<file path="config.mk">
export PLATFORM = sky130hd
export DESIGN_NAME = param_sp_ram
export DESIGN_NICKNAME = d
export VERILOG_FILES = /design/src/rtl/ram_pkg.sv /design/src/rtl/ram_clear_seq.sv /design/src/rtl/param_sp_ram.sv
export SDC_FILE = /design/constraint.sdc
export NUM_CORES = 1
export LEC_CHECK = 0
export BUFFER_PORTS_ARGS = -buffer_cell sky130_fd_sc_hd__buf_2
export CORE_MARGIN = 5
export CORE_UTILIZATION = 38
export DETAILED_ROUTE_END_ITERATION = 10
export GPL_TIMING_DRIVEN = 0
export PLACE_DENSITY = 0.49
export SETUP_SLACK_MARGIN = 0.3
export SLEW_MARGIN = 30
export SYNTH_ARGS = -nofsm -noshare
export SYNTH_HDL_FRONTEND = slang
export SYNTH_SLANG_ARGS = --single-unit
</file>
<file path="constraint.sdc">
create_clock -name clk -period 6.8 [get_ports clk]
set_input_delay 0.34 -clock clk [delete_from_list [all_inputs] [get_ports clk]]
set_output_delay 0.34 -clock clk [all_outputs]
set_load 0.02 [all_outputs]
</file>
<file path="src/rtl/ram_pkg.sv">
// rtl/ram_pkg.sv - shared constants, clear FSM states and lane helper for param_sp_ram
package ram_pkg;

  // Read-during-write result selection
  localparam int RDW_READ_FIRST  = 0;
  localparam int RDW_WRITE_FIRST = 1;

  // Clear sequencer states
  typedef enum logic [0:0] {
    ST_CLEAR = 1'b0,
    ST_RUN   = 1'b1
  } ram_state_t;

  // Number of 8-bit byte lanes in a word
  function automatic int lane_count(input int data_w);
    return data_w / 8;
  endfunction

endpackage

</file>
<file path="src/rtl/ram_clear_seq.sv">
// rtl/ram_clear_seq.sv - post-reset array clear sequencer and ready generation
module ram_clear_seq
  import ram_pkg::*;
#(
  parameter int ADDR_W         = 6,
  parameter int CLEAR_ON_RESET = 1
) (
  input  logic              clk,
  input  logic              rst,
  output logic              clr_we,
  output logic [ADDR_W-1:0] clr_addr,
  output logic              ready
);

  ram_state_t        state_q, state_d;
  logic [ADDR_W-1:0] cnt_q, cnt_d;

  // State and clear counter registers; reset always restarts the clear from address 0
  always_ff @(posedge clk) begin
    if (!rst) begin
      state_q <= (CLEAR_ON_RESET != 0) ? ST_CLEAR : ST_RUN;
      cnt_q   <= '0;
    end else begin
      state_q <= state_d;
      cnt_q   <= cnt_d;
    end
  end

  // Next state and outputs; rst gates ready/clr_we so nothing is accepted or written at a reset edge
  always_comb begin
    state_d = state_q;
    cnt_d   = cnt_q;
    clr_we  = 1'b0;
    ready   = 1'b0;
    case (state_q)
      ST_CLEAR: begin
        clr_we = rst;
        cnt_d  = cnt_q + 1'b1;
        if (cnt_q == '1) begin
          state_d = ST_RUN;
        end
      end
      ST_RUN: begin
        ready = rst;
      end
      default: begin
        state_d = ST_RUN;
      end
    endcase
  end

  assign clr_addr = cnt_q;

endmodule

</file>
<file path="src/rtl/param_sp_ram.sv">
// rtl/param_sp_ram.sv - parametrised single-port RAM with byte lanes, clear and 1/2-cycle read latency
module param_sp_ram
  import ram_pkg::*;
#(
  parameter int DATA_W         = 8,
  parameter int ADDR_W         = 6,
  parameter int READ_LAT       = 1,
  parameter int RDW_MODE       = 0,
  parameter int CLEAR_ON_RESET = 1
) (
  input  logic                clk,
  input  logic                rst,
  input  logic                en,
  input  logic                write_en,
  input  logic [DATA_W/8-1:0] be,
  input  logic [ADDR_W-1:0]   addr,
  input  logic [DATA_W-1:0]   din,
  output logic                ready,
  output logic [DATA_W-1:0]   dout,
  output logic                rvalid
);

  localparam int LANES = lane_count(DATA_W);
  localparam int DEPTH = 2 ** ADDR_W;

  if (DATA_W <= 0 || (DATA_W % 8) != 0) begin : g_bad_data_w
    $error("param_sp_ram: DATA_W must be a positive multiple of 8");
  end
  if (READ_LAT != 1 && READ_LAT != 2) begin : g_bad_read_lat
    $error("param_sp_ram: READ_LAT must be 1 or 2");
  end
  if (RDW_MODE != RDW_READ_FIRST && RDW_MODE != RDW_WRITE_FIRST) begin : g_bad_rdw
    $error("param_sp_ram: RDW_MODE must be 0 or 1");
  end

  logic [DATA_W-1:0] mem [DEPTH];

  logic              clr_we;
  logic [ADDR_W-1:0] clr_addr;
  logic              accept;
  logic [DATA_W-1:0] old_word;
  logic [DATA_W-1:0] merged_word;
  logic [DATA_W-1:0] resp_word;
  logic              s1_valid;
  logic [DATA_W-1:0] s1_data;

  ram_clear_seq #(
    .ADDR_W        (ADDR_W),
    .CLEAR_ON_RESET(CLEAR_ON_RESET)
  ) u_clear_seq (
    .clk     (clk),
    .rst     (rst),
    .clr_we  (clr_we),
    .clr_addr(clr_addr),
    .ready   (ready)
  );

  assign accept   = en && ready;
  assign old_word = mem[addr];

  // Byte-lane merge of the write data over the currently stored word
  always_comb begin
    merged_word = old_word;
    for (int i = 0; i < LANES; i++) begin
      if (be[i]) begin
        merged_word[8*i +: 8] = din[8*i +: 8];
      end
    end
  end

  // Writes report either the stored word or the merged word; reads always the stored word
  assign resp_word = (write_en && RDW_MODE == RDW_WRITE_FIRST) ? merged_word : old_word;

  // Array update: the clear sequencer owns the port until it hands over to RUN
  always_ff @(posedge clk) begin
    if (clr_we) begin
      mem[clr_addr] <= '0;
    end else if (accept && write_en) begin
      mem[addr] <= merged_word;
    end
  end

  // First read stage: one response per accepted access, data held between responses
  always_ff @(posedge clk) begin
    if (!rst) begin
      s1_valid <= 1'b0;
      s1_data  <= '0;
    end else begin
      s1_valid <= accept;
      if (accept) begin
        s1_data <= resp_word;
      end
    end
  end

  if (READ_LAT == 2) begin : g_lat2
    logic              s2_valid;
    logic [DATA_W-1:0] s2_data;

    // Output register stage adding the second cycle of latency
    always_ff @(posedge clk) begin
      if (!rst) begin
        s2_valid <= 1'b0;
        s2_data  <= '0;
      end else begin
        s2_valid <= s1_valid;
        if (s1_valid) begin
          s2_data <= s1_data;
        end
      end
    end

    assign rvalid = s2_valid;
    assign dout   = s2_data;
  end else begin : g_lat1
    assign rvalid = s1_valid;
    assign dout   = s1_data;
  end

endmodule
</file>
== Yosys cells after proc, flatten, opt, wreduce, memory -nomap -nowiden ==
Memory sizes are Yosys's and may differ from the RTL's.
Cells that the tools add are included.

* Equal/unequal tests: 1
* Reductions and logical operators: 3
* Multiplexer cells: 13
* Add/subtract/negate cells: 1

{| class="wikitable"
|+ Operators by type and width
! kind !! number
|-
| $mux 8 || 2
|-
| $mux 1 || 10
|-
| $reduce_or 8->1 || 1
|-
| $add 6x1->6 const B || 1
|-
| $eq 6x6->1 const B || 1
|-
| $mux 6 || 1
|-
| $logic_and 1x1->1 || 2
|}

* Register bits after elaboration: 16
* Memories: 1
* Bits in writable memories: 512
* Logic and storage cells: 23

{| class="wikitable"
|+ Memories
! name !! words !! bits a word !! rd ports !! clocked after memory_dff !! wr ports !! line !! source
|-
| mem || 64 || 8 || 1 || 0 || 1 || param_sp_ram.sv:36 || <nowiki>logic [DATA_W-1:0] mem [DEPTH];</nowiki>
|}

== Logic depth before layout (Yosys ltp) ==
* Word-level depth: 8
* Depth in mapped cells: 10

== Modules after synthesis ==
Synthesis repeated with hierarchy kept, for this count alone.

* Cells, all modules: 1058
* Area, all modules: 20832.5 µm²

{| class="wikitable"
|+ By module, submodules not included
! module !! seq. area each (µm²) !! cells an instance !! instances !! area each (µm²)
|-
| param_sp_ram || 15554.9 || 1027 || 1 || 20500.9
|-
| ram_clear_seq || 140.1 || 31 || 1 || 331.6
|}

== Worst setup path before layout ==
OpenSTA, ideal clock, no wires.

* Path kind: input to register
* From: input port addr[0]
* To: memory mem[0][0] (data pin)
* Setup slack: 2.047 ns
* Cell stages on the path: 9
* Setup time: 0.702 ns
* Buffers on the path: 3
* Arrival: 4.051 ns
* Cell sequence: buf_6 > buf_12 > buf_8 > mux2i_1 > a22oi_1 > a21oi_1 > nor4_1 > o22ai_1 > o21ai_0

* Word-level cells in the longest chain between the ends: 3

{| class="wikitable"
|+ Ends and longest elaborated chain
! item !! line !! source
|-
| start: declaration || param_sp_ram.sv:16 || <nowiki>input logic [ADDR_W-1:0] addr,</nowiki>
|-
| $mem_v2 64x8 || - ||
|-
| $mux 8 || param_sp_ram.sv:65 || <nowiki>if (be[i]) begin</nowiki>
|-
| $mux 8 (no line) || - ||
|-
| end: declaration || param_sp_ram.sv:36 ||
|}

Every way passes these cells.

== Final worst setup path ==
* From: input port addr[2]
* To: memory mem[39][0] (data pin)

Same word-level chain as after synthesis.

==> flow_summary.toml <==
[outcome]
outcome = "finished, final reports clean"

[routing]
avgRoutedWirePerCell_microns = 28.17
num_vias = 11234
viasPerCell = 5.430
drc_errors = 0
ant_nets = 0
drt_wl_total_microns = 58290
drt-initial-drc-count = 996
dr.pass1.iters = 5

[sta]
setup_ws_ps = 3266
max_freq_ghz = 0.2830
finalHoldViolations = 0
min_period_ps = 3534
slew_viol_final = 0
tightestPinTransition_ps = 1006
period_share = 0.5197
slew_headroom = 0.3264
setup_viol = 0
grt_setup_unrepaired = "no"
fin_worst_skew_ps = 23.64

[clocking]
cts_buffer_depth = 3
clock_sinks = 528
path_clk_slew_ps = 60
post_cts_buffers = 0
cts_root_buf = "clkbuf_16"
h-tree-depth = 2
hold_buffers = 0
cts_tree = "done"
cts_resized = 0
insertion_delay_ps = 610
cts_made_buffers = 55

[synthesis]
syn_inst = 1175
synth_top_cell_by_area = "edfxtp_1"
synth_flop_cell = "edfxtp_1"
synth_edf_count = 512
ys_async_sr_fraction = 0
ys_types = 41
syn_area_sq_um = 21120
ys_top_cells_by_area = "edfxtp_1 73%, mux2i_1 8.8%, mux4_2 5.1%"
ys_seq_area_frac = 0.7431
synth_nets = 1195
avgSynthCellArea_sq_um = 17.97
synth_top_area_frac = 0.7280
ys_warn_count = 0
ys_ff_latch = 528

[critical_path]
crit_type = "input pin to flop"
reg2reg_depth = 6
end_kind = "flop"
start_kind = "input pin"
arrival_ps = 3870
reg2reg_setup_slack_ps = 3520
cp_max_fo = 21
cp.required_ps = 7140

[floorplanning]
die_y_microns = 245.8
initial_core_util = 0.3834
rows = 86
coreArea_sq_um = 55090
chipWidth_microns = 245.8
die_area_sq_um = 60400
ios = 29

[power_and_ir_drop]
power_mw = 6.754
leakagePower_nw = 9.156
power_density_nw_per_um2 = 274.5
max-vdd-ir-drop_mv = 0.2061

[final_layout]
area_growth_pct = 16.50
final_cell_area_sq_um = 24610
final_common_cell = "edfxtp_1"
final_cell_mix = "512 x edfxtp_1, 186 x mux2i_1, 80 x a22oi_1"
drive_above_1_share = 0.1683
fin_nets = 1299

[placed_design]
dpl.hpwl_microns = 40320
placed_cell_area_sq_um = 22850
gp_congestion = 0.8327
dp_slack_ps = 2694
io_buffers = 24

[global_route]
grt_antenna_before_repair = 6
grt_first_pass_wirelength_microns = 83700
grt_overflow = 0
grt_pass1_vias = 11463
grt_use_total = 0.1933
grt_max_degree = 26

[hold_path]
min_path_type = "input pin to flop"
hold_path_depth = 2

[run]
max_cap_viol_count = 0
-- logic make-up (layout without fill, tap and decap cells) --
family,count (synthesis),count (layout),synth area share
simple gates,155,155,0.03412
flops,528,528,0.7431
other cells,0,2,0
xor+xnor,4,4,0.001659
compound gates,180,180,0.05664
mux,234,234,0.1393
buf+inv,73,217,0.02453
fa+ha+maj,1,1,0.0005923
-- Yosys cell counts (4+ instances only) --
| master | instances |
|---|---|
| o211ai_1 | 5 |
| o21ai_0 | 12 |
| mux4_2 | 48 |
| dfxtp_1 | 16 |
| nand3_1 | 27 |
| a31oi_1 | 8 |
| o21ai_1 | 14 |
| nand2_1 | 17 |
| and2_1 | 6 |
| a21oi_1 | 36 |
| buf_2 | 16 |
| o21a_1 | 5 |
| buf_6 | 10 |
| buf_8 | 10 |
| a22oi_1 | 80 |
| clkbuf_1 | 27 |
| xnor2_1 | 4 |
| buf_1 | 4 |
| nand2b_1 | 6 |
| mux2i_1 | 186 |
| nor4_1 | 5 |
| nor2b_1 | 6 |
| nor3_1 | 4 |
| nor2_1 | 71 |
| edfxtp_1 | 512 |
| o22ai_1 | 14 |
-- sequential cells by signal (all words and copies together) (netlist names) --
register / cells
mem: 512
rvalid: 1
dout: 8
u_clear_seq.state_q: 1
u_clear_seq.clr_addr: 6
-- cell type report --
type	count	area, sq um
Fill cell	4850	30490
Sequential cell	528	15700
Multi-Input combinational cell	574	5011
Clock buffer	73	1559
Tap cell	748	935.9
Timing Repair Buffer	47	703.2
Buffer	70	506.7
Clock inverter	24	178.9
Inverter	3	11.26
Antenna cell	2	5.005
-- power by group --
group	internal (mW)	total (mW)	switching (mW)
Clock	1.71	2.93	1.22
Combinational	0.102	0.296	0.194
Sequential	3.52	3.53	0.00409
-- stage by stage --
| stage | hold WS, ps | TNS (ps) | instances | utilization |
|---|---|---|---|---|
| final | 138.6 | 0 | 2069 | 0.4466 |
| after global routing | 137.8 | 0 | 2067 | 0.4465 |
| after CTS | 107.3 | 0 | 2067 | 0.4463 |
| after detailed placement | 453.0 | 0 | 1970 | 0.4147 |
| after global placement | 451.1 | -1091850 | 1947 | 0.4025 |
| after floorplan | 527.3 | 0 | 1175 | - |
-- worst max-delay path, stage by stage --
cell      delay [ps]
buf_2            150
buf_2            220
nor2b_1          430
clkbuf_1         620
a22oi_1          250
a21oi_1          510
nor4_1           140
o22ai_1          480
o21ai_4          280
buf_16           260
buf_8            160
-- final timing paths --
| check | end | start |
|---|---|---|
| setup / recovery | mem[39][0] | addr[2] |
| hold / removal | u_clear_seq.clr_addr[5] | rst |
| setup reg to reg | mem[62][2] | u_clear_seq.state_q |
| hold reg to reg | dout[7] | dout[7] |
-- per-layer routing --
layer | GRT usage | vias to the layer above | share of wire
met5 | 0 | - | 0.00070
met4 | 0.06268 | 6 | 0.035
met3 | 0.05685 | 100 | 0.074
met2 | 0.2976 | 332 | 0.45
met1 | 0.2662 | 5855 | 0.44
li1 | - | 4941 | -
Power figures use the tool's default switching activity.
